--- src/rtl/led_frame_scheduler.sv ---
// led_frame_scheduler
//   Shares one serial LED strip driver between two GRB frame sources.
//   Requests are arbitrated round-robin while idle; the winning frame is
//   copied into a shadow register and streamed one 24-bit pixel at a time
//   over a valid/ready handshake. After the last pixel the line is held idle
//   for the strip latch gap, then frame_done pulses for one cycle.
//
// Ports:
//   clk, reset         rising-edge clock, synchronous active-high reset
//   req_a/frame_a      game engine request (level) and frame, LED0 in MSBs
//   req_b/frame_b      animation request (level) and frame, same packing
//   gnt_a/gnt_b        one-cycle pulse when the matching frame is captured
//   px_data/px_valid   pixel word to the serializer and its valid
//   px_ready           serializer accepts px_data this cycle
//   busy               high while sending or in the latch gap
//   frame_done         one-cycle pulse at the end of the latch gap
//   last_src           source of the most recent grant (0=A, 1=B)
module led_frame_scheduler #(
  parameter int NUM_LEDS     = 5,
  parameter int LATCH_CYCLES = 6000,
  localparam int FW          = 24 * NUM_LEDS
) (
  input  logic          clk,
  input  logic          reset,
  input  logic          req_a,
  input  logic [FW-1:0] frame_a,
  input  logic          req_b,
  input  logic [FW-1:0] frame_b,
  output logic          gnt_a,
  output logic          gnt_b,
  output logic [23:0]   px_data,
  output logic          px_valid,
  input  logic          px_ready,
  output logic          busy,
  output logic          frame_done,
  output logic          last_src
);

  localparam int IW = (NUM_LEDS > 1) ? $clog2(NUM_LEDS) : 1;
  localparam int CW = $clog2(LATCH_CYCLES);

  typedef enum logic [1:0] {IDLE, SEND, LATCH} state_t;

  state_t        state, state_nxt;
  logic [FW-1:0] shadow;
  logic [IW-1:0] idx;
  logic [CW-1:0] cnt;

  logic          grant;
  logic          grant_b;
  logic          last_px;
  logic          latch_end;
  logic [FW-1:0] sel_frame;

  // Pixel view of the shadow copy, LED0 at index 0.
  logic [NUM_LEDS-1:0][23:0] pix;

  for (genvar g = 0; g < NUM_LEDS; g++) begin : g_pix
    assign pix[g] = shadow[FW-1-24*g -: 24];
  end

  assign last_px   = (idx == IW'(NUM_LEDS - 1));
  assign latch_end = (cnt == CW'(LATCH_CYCLES - 1));
  assign sel_frame = grant_b ? frame_b : frame_a;

  always_comb begin
    state_nxt  = state;
    grant      = 1'b0;
    grant_b    = 1'b0;
    case (state)
      IDLE: begin
        // A grant in the reset cycle would be lost, so never report one.
        if (!reset && (req_a || req_b)) begin
          grant     = 1'b1;
          // On a tie, the source that did not win last time goes next.
          grant_b   = req_b && (!req_a || !last_src);
          state_nxt = SEND;
        end
      end
      SEND:    if (px_ready && last_px) state_nxt = LATCH;
      LATCH:   if (latch_end)           state_nxt = IDLE;
      default: state_nxt = IDLE;
    endcase
  end

  assign gnt_a      = grant && !grant_b;
  assign gnt_b      = grant && grant_b;
  assign px_valid   = (state == SEND);
  assign busy       = (state != IDLE);
  assign frame_done = (state == LATCH) && latch_end;

  always_ff @(posedge clk) begin
    if (reset) begin
      state    <= IDLE;
      shadow   <= '0;
      idx      <= '0;
      cnt      <= '0;
      px_data  <= '0;
      last_src <= 1'b1;
    end else begin
      state <= state_nxt;
      case (state)
        IDLE: begin
          if (grant) begin
            shadow   <= sel_frame;
            last_src <= grant_b;
            idx      <= '0;
            // First pixel comes straight from the input so it is valid
            // on the very first SEND cycle.
            px_data  <= sel_frame[FW-1 -: 24];
          end
        end
        SEND: begin
          if (px_ready) begin
            if (last_px) begin
              idx     <= '0;
              cnt     <= '0;
              px_data <= '0;
            end else begin
              idx     <= idx + IW'(1);
              px_data <= pix[idx + IW'(1)];
            end
          end
        end
        LATCH: begin
          if (latch_end) cnt <= '0;
          else           cnt <= cnt + CW'(1);
        end
        default: ;
      endcase
    end
  end

endmodule

--- config.mk ---
export PLATFORM = sky130hd
export DESIGN_NAME = led_frame_scheduler
export DESIGN_NICKNAME = d
export VERILOG_FILES = /design/src/rtl/led_frame_scheduler.sv
export SDC_FILE = /design/constraint.sdc
export NUM_CORES = 1
export LEC_CHECK = 0
export ABC_AREA = 1
export CAP_MARGIN = 30
export CORE_ASPECT_RATIO = 1.5
export CORE_MARGIN = 2
export CORE_UTILIZATION = 43
export DETAILED_ROUTE_END_ITERATION = 6
export DONT_BUFFER_PORTS = 1
export GPL_ROUTABILITY_DRIVEN = 0
export PLACE_DENSITY = 0.69
export SLEW_MARGIN = 20
export SYNTH_ARGS = -nofsm -noshare
export SYNTH_HDL_FRONTEND = slang
export SYNTH_SLANG_ARGS = --single-unit
--- constraint.sdc ---
create_clock -name clk -period 2.9 [get_ports clk]
set_clock_uncertainty 0.15 [all_clocks]
set_input_delay 0.29 -clock clk [delete_from_list [all_inputs] [get_ports clk]]
set_output_delay 0.29 -clock clk [all_outputs]
set_load 0.005 [all_outputs]
==> results.md, run 1 <==
- Hold EP: shadow[115]
- Deepest clock path buffer count: 2
- Leakage Power: 4.88 nW
- Crit path required time: 3.12 ns
- Top-area cell type share of the netlist area: 38.7%
- Post-route clock period utilization: 92.1%
- Crit-path slowest cell: dlygate4sd3_1
- FF/Latch Area: 3260 um2
- Reg power frac: 42.1%
- Routed vias: 9,817
- WHS Path Cells: 4
- Area leader, netlist: dfxtp_1
- Antenna viol nets, final: 0
- Maxcap violations: 0
- Net count of the mapped netlist: 1,590
- Fin cells: 1,783
- PwrDens: 540 nW/um2
- Pre-antenna DRT Iters: 7
- Async SR Flop Fraction: 0%
- FMAX: 374 MHz
- Clock transition at path regs: 0.07 ns
- Die width: 118 um
- Status: completed
- Routed vias/inst: 5.51
- Post-CTS Setup Repair Bufs: 0
- Net Sw Frac: 29.8%
- R2R Path End: shadow[50]
- Worst Hold Class: in2reg
- Top FF cell, synth: dfxtp_1
- # clock sinks: 163
- Slew headroom: 44.7%
- Final Hold Viols: 0
- Die Area: 20,800 um2
- Antenna Diode Count: 0
- Clock power frac: 37.3%
- Cell Rows: 62
- Hold_sp: frame_b[115]
- Commonest cells in the netlist: nand2_1, nand3_1, dfxtp_1
- Root buffer cell: clkbuf_16
- Grt ovf: 0
- Max Slew Vio Count: 0
- Utilization after layout: 59.5%
- Placed cells: 1,522
- Synthesized area per cell: 6.28 um2
- RSZ-0062 raised after global routing: false
- Die H: 176 um
- Gate power share: 20.6%
- Hpwl dp: 20,400 um
- Area of the core: 19,200 um2
- Internal: 4.32 mW
- Worst path cell trace: nor2_2, nand2_4, nor2_4, buf_8, nand2_1, a31oi_1, dlygate4sd3_1
- First-pass GRT wire length: 49,000 um
- Reg2Reg Setup Slack: 0.23 ns
- Maximum vdd drop: 0.420 mV
- CTS buffer count: 17
- Total power: 6.16 mW
- H-tree depth: 4
- Kind of critical path: reg2reg
- Metal-1 WL: 12,600 um
- Area of the multi-input gates: 4400 um2
- Synth Register Bits: 163
- TritonCTS clock tree: built
- Met3 WL: 2130 um
- Starting Density: 44.0%
- Sw Pwr: 1.84 mW
- Nets: 1,762
- Sequential-to-total area share from yosys stat: 38.7%
- Wire per inst: 17.7 um
- Met2 WL: 15,000 um
- Number of global-route vias before repair: 9,600
- Largest net degree at the start of global routing: 98
- DRC: 0
- Total GRT Usage: 29.7%
- Source of the worst register-to-register timing path: state[1]
- Fraction of layout cells with a size suffix above 1: 3.93%
- YS warnings: 0
- EDFF count, synth: 0
- Skew-Pair Late Insertion Delay: 0.43 ns
- Synth cell types: 22
- DR top layer: met4
- Filler Cell Count: 1,701
- Crit-path max FO: 68
- Drt initial violations: 645
- Worst-Margin Slew: 0.827 ns
- Slowest stage delay, CP: 0.59 ns
- Tmin final: 2.67 ns
- Port buffer count: 0
- Synth area leaders: dfxtp_1, nand2_1, nand3_1
- Post-Syn Area: 8430 um2
- Ports: 275
- Crit. End Element: register
- Crit start category: register
- Count leader, synth: nand2_1
- Final WL: 31,500 um
- Mapped Cells: 1,342
- Synth-to-layout area growth: 35.3%
- R2R depth: 7
- Setup TNS: 0 ns
- # setup viols final: 0
- Hold slack: 0.00539 ns
- Arrival time worst endpoint: 2.89 ns
- Initial antenna violation count: 0
## kinds of logic (layout without fill, tap and decap cells)
| family | Yosys count | after routing | share of synthesized area, % |
|---|---|---|---|
| adders and majority gates | 3 | 3 | 0.445 |
| AOI/OAI and AO/OA | 207 | 207 | 13.5 |
| buffers and inverters | 189 | 374 | 9.23 |
| DFF | 163 | 163 | 38.7 |
| and+or+nand+nor | 780 | 780 | 38.1 |
## through the flow
stage | instance area [um2] | setup slack [ns]
after floorplan | 8430 | 0.789
after global placement | 8490 | 0.647
after detailed placement | 8490 | 0.641
after CTS | 11400 | 0.0848
after global routing | 11400 | 0.0466
final | 11400 | 0.229
## critical path, delay by kind of cell, from the launching register on
| family | cells | cell delay, ns |
|---|---|---|
| buf+inv | 2 | 0.95 |
| flops | 1 | 0.37 |
| compound gates | 1 | 0.21 |
| simple gates | 4 | 0.89 |
## routing by layer
metal  track usage (%)  vias up
met4              17.5        0
met5                 0        -
met2              49.7      502
met3              5.19      101
li1                  -     4726
met1              35.6     4488
## how the worst max path moves through the flow
stage          startpoint         end  slack [ns]  depth (start not counted)
5_1_grt          state[1]  shadow[37]        0.05                          7
3_5_place_dp     state[1]  shadow[38]        0.64                          8
6_report         state[1]  shadow[50]        0.23                          7
4_1_cts          state[1]  shadow[38]        0.08                          9
3_3_place_gp     state[1]  shadow[38]        0.65                          8
2_1_floorplan      idx[0]  px_data[4]        0.79                         12
## state kept, by name (all words and copies together) (netlist names)
register / count
shadow: 120
last_src: 1
px_data: 24
idx: 3
cnt: 13
state: 2
## cell usage in the layout (no fill, tap or decap), types with 3 or more instances in the layout
cell and instances:
nand2_1 549, dlygate4sd3_1 228, nand3_1 196, dfxtp_1 162
inv_1 91, a21oi_1 88, a31oi_1 81, o21ai_0 37
nor2_1 20, clkbuf_16 17, buf_4 16, inv_2 4
nor3_1 4, nand4_1 3, nor2_4 3, ha_1 3
clkbuf_8 3, clkinv_4 3
## timing repair
action,4_1_cts,5_1_grt
hold endpoints to repair,131,0
resized for setup,0,3
hold buffers,229,0
setup endpoints to repair,0,67
## cell type report
type	instances	share of cell area (%)
clock buffer	22	4.16
clock inverter	10	1.06
inverter	95	3.13
multi-input combinational	990	38.6
sequential	163	28.6
tap	256	2.81
timing repair buffer	247	21.6
## power by group through the flow
stage,Sequential [mW],Combinational (mW),Clock (mW)
global placement,2.64,0.906,0
global route,2.61,1.41,2.40
finish,2.60,1.27,2.30
CTS,2.59,1.23,2.32
floorplan,2.56,0.734,0
detailed placement,2.64,0.913,0
No activity file was read; power rests on OpenSTA's default activity.
==> inputs of run 2 (changes only) <==
--- a/config.mk
+++ b/config.mk
@@ -10,6 +10,7 @@
 export CORE_ASPECT_RATIO = 1.5
 export CORE_MARGIN = 2
 export CORE_UTILIZATION = 43
+export CTS_CLUSTER_SIZE = 14
 export DETAILED_ROUTE_END_ITERATION = 6
 export DONT_BUFFER_PORTS = 1
 export GPL_ROUTABILITY_DRIVEN = 0
==> results of run 2 <==
The final DEF is identical to that of run 1; final timing and power are the same.
==> inputs of run 3 (changes only) <==
--- a/config.mk
+++ b/config.mk
@@ -9,12 +9,12 @@
 export CAP_MARGIN = 30
 export CORE_ASPECT_RATIO = 1.5
 export CORE_MARGIN = 2
-export CORE_UTILIZATION = 43
+export CORE_UTILIZATION = 40
 export CTS_CLUSTER_SIZE = 14
 export DETAILED_ROUTE_END_ITERATION = 6
 export DONT_BUFFER_PORTS = 1
 export GPL_ROUTABILITY_DRIVEN = 0
-export PLACE_DENSITY = 0.69
+export PLACE_DENSITY = 0.65
 export SLEW_MARGIN = 20
 export SYNTH_ARGS = -nofsm -noshare
 export SYNTH_HDL_FRONTEND = slang
==> constraint.sdc (replaced) <==
create_clock -name clk -period 3.2 [get_ports clk]
set_clock_uncertainty 0.15 [all_clocks]
set_input_delay 0.32 -clock clk [delete_from_list [all_inputs] [get_ports clk]]
set_output_delay 0.32 -clock clk [all_outputs]
set_load 0.005 [all_outputs]
==> run 3 against run 2 <==
Critical path depth grew 1; highest routed layer unchanged; sequential power is 10% lower; largest cell class unchanged; via count fell by 0.64%; cell area shrank 0.79%; die area up 7.3%; sequential cell count is the same; worst setup slack improved by 0.083 ns; final cell count grew 0.28%; wire length rose by 0.37%.
==> results.md, run 3 (synthesized netlist as in run 1, its figures left out) <==
- RSZ-0062 raised after global routing: false
- Tmin final: 2.89 ns (+0.217 ns)
- Routed vias: 9,754 (-0.64%)
- H-tree depth: 4 (unchanged)
- Cell Rows: 65 (+4.8%)
- Initial antenna violation count: 1 (+1)
- Fraction of layout cells with a size suffix above 1: 3.88% (-0.045 points)
- Ports: 275 (unchanged)
- Pre-antenna DRT Iters: 5 (-2)
- CTS buffer count: 17 (unchanged)
- Nets: 1,754 (-0.45%)
- WHS Path Cells: 4 (unchanged)
- Largest register FFs: 120 (unchanged)
- Hpwl dp: 20,200 um (-0.98%)
- Largest registers: shadow: 120 flops, px_data: 24 flops, cnt: 13 flops
- Maximum vdd drop: 0.414 mV (-1.3%)
- Port buffer count: 0 (unchanged)
- Hold EP: shadow[103]
- Largest net degree at the start of global routing: 99 (+1.0%)
- Worst Hold Class: in2reg
- Die Area: 22,300 um2 (+7.3%)
- Design area: 11,300 um2 (-0.79%)
- Clock transition at path regs: 0.07 ns (about the same)
- Kind of critical path: reg2reg
- FF/Latch Area: 3260 um2 (unchanged)
- Drt initial violations: 820 (+27%)
- Max Slew Vio Count: 0 (unchanged)
- Crit. End Element: register
- Routed vias/inst: 5.46 (-0.92%)
- Crit path required time: 3.43 ns (+0.31 ns)
- Total GRT Usage: 28.4% (-1.3 points)
- Antenna viol nets, final: 0 (unchanged)
- Commonest cells after routing, fill and taps aside: nand2_1, dlygate4sd3_1, nand3_1, dfxtp_1, inv_1
- First-pass GRT wire length: 49,200 um (+0.30%)
- Slew headroom: 44.7% (about the same)
- Hold_sp: frame_b[103]
- Grt ovf: 0 (unchanged)
- Skew-Pair Late Insertion Delay: 0.44 ns (about the same)
- Most common cell after layout, fill and taps aside: nand2_1
- Starting Density: 40.3% (-3.7 points)
- Reg2Reg Setup Slack: 0.31 ns (+0.08 ns)
- TritonCTS clock tree: built
- Final WL: 31,700 um (+0.37%)
- Leakage Power: 4.83 nW (-1.2%)
- Final Hold Viols: 0 (unchanged)
- Source of the worst register-to-register timing path: last_src
- Deepest clock path buffer count: 2 (unchanged)
- DRC: 0 (unchanged)
- Synth-to-layout area growth: 34.2%
- PwrDens: 485 nW/um2 (-10%)
- Arrival time worst endpoint: 3.12 ns (+0.23 ns)
- Area of the multi-input gates: 4400 um2 (unchanged)
- R2R Path End: shadow[36]
- Reg with most FFs: shadow
- Post-DP Area: 8510 um2 (+0.15%)
- Root buffer cell: clkbuf_16
- # setup viols final: 0 (unchanged)
- Number of global-route vias before repair: 9,402 (-2.1%)
- Setup TNS: 0 ns (unchanged)
- Worst-Margin Slew: 0.827 ns (+0.0000344 ns)
- Crit start category: register
- FMAX: 346 MHz (-7.5%)
- Crit-path max FO: 75 (+10%)
- Status: completed
- Die H: 182 um (+3.6%)
- Post-route clock period utilization: 90.3% (-1.8 points)
- Filler Cell Count: 1,948 (+15%)
- Die width: 123 um (+3.6%)
- Maxcap violations: 0 (unchanged)
- R2R depth: 8 (+1)
- Wire per inst: 17.7 um (about the same)
- Area of the core: 20,900 um2 (+9.1%)
- Cts repair resizes: 0 (unchanged)
- Total power: 5.49 mW (-11%)
- # clock sinks: 163 (unchanged)
- Pre-CTS WS: 0.970 ns (+0.328 ns)
- Final WS setup: 0.312 ns (+0.0826 ns)
-- run 3: changes by cell type in the layout (fill, tap and decap cells not counted), sizes merged --
cell	before	now
diode	0	1
buf	19	17
inv	97	100
bufinv	2	1
dlygate4sd3	228	222
clkbuf	22	18
clkinvlp	1	6
clkinv	5	2
-- run 3: timing repair --
action	4_1_cts	5_1_grt
setup endpoints to repair	0	0
setup buffers	0	0
hold buffers	223	0
endpoints found under the hold margin	129	0
-- run 3: power breakdown --
group	internal (mW)	leakage, nW	total [mW]	switching (mW)
logic	0.490	3.23	1.16	0.668
clock network	1.08	0.256	1.99	0.908
registers	2.20	1.34	2.34	0.143
total	3.77	4.83	5.49	1.72
-- run 3: how the worst max path moves through the flow --
stage | start | end | slack (ns) | depth (start not counted)
6_report | last_src | shadow[36] | 0.31 | 8
5_1_grt | last_src | shadow[6] | 0.11 | 10
4_1_cts | last_src | shadow[11] | 0.41 | 10
3_5_place_dp | last_src | shadow[11] | 0.97 | 9
3_3_place_gp | last_src | shadow[6] | 1.0 | 9
2_1_floorplan | idx[0] | px_data[4] | 1.09 | 12
-- run 3: per-stage QoR --
stage	std cells	utilization, %	hold WS [ns]
6_report	1788	54.1	0.00984
5_1_grt	1787	54.1	0.0195
4_1_cts	1787	54.1	0.000482
3_5_place_dp	1532	40.7	0.251
3_3_place_gp	1532	40.7	0.247
2_1_floorplan	1342	-	0.295
-- run 3: layout make-up --
| cell class | count | area share [%] |
|---|---|---|
| Antenna cell | 1 | 0.0221 |
| Tap cell | 268 | 2.96 |
| Clock inverter | 14 | 1.14 |
| Sequential cell | 163 | 28.8 |
| Multi-Input combinational cell | 990 | 38.9 |
| Timing Repair Buffer | 239 | 21.2 |
| Clock buffer | 18 | 3.79 |
| Inverter | 95 | 3.15 |
-- run 3: worst max-delay path: stages (launching register included) --
cell and delay (ns):
dfxtp_1 0.37, nand2_1 0.06, nand2_1 0.13, inv_2 0.24
nor2_4 0.56, buf_12 0.34, nand2_1 0.12, a31oi_1 0.19
dlygate4sd3_1 0.59
-- run 3: routing by layer --
| layer | global-route usage, % | wire length, um | up-vias |
|---|---|---|---|
| li1 | - | - | 4705 |
| met1 | 35.7 | 12800 | 4507 |
| met2 | 45.8 | 15200 | 460 |
| met3 | 4.46 | 2090 | 82 |
| met4 | 16.1 | 1600 | 0 |
| met5 | 0 | 0 | - |
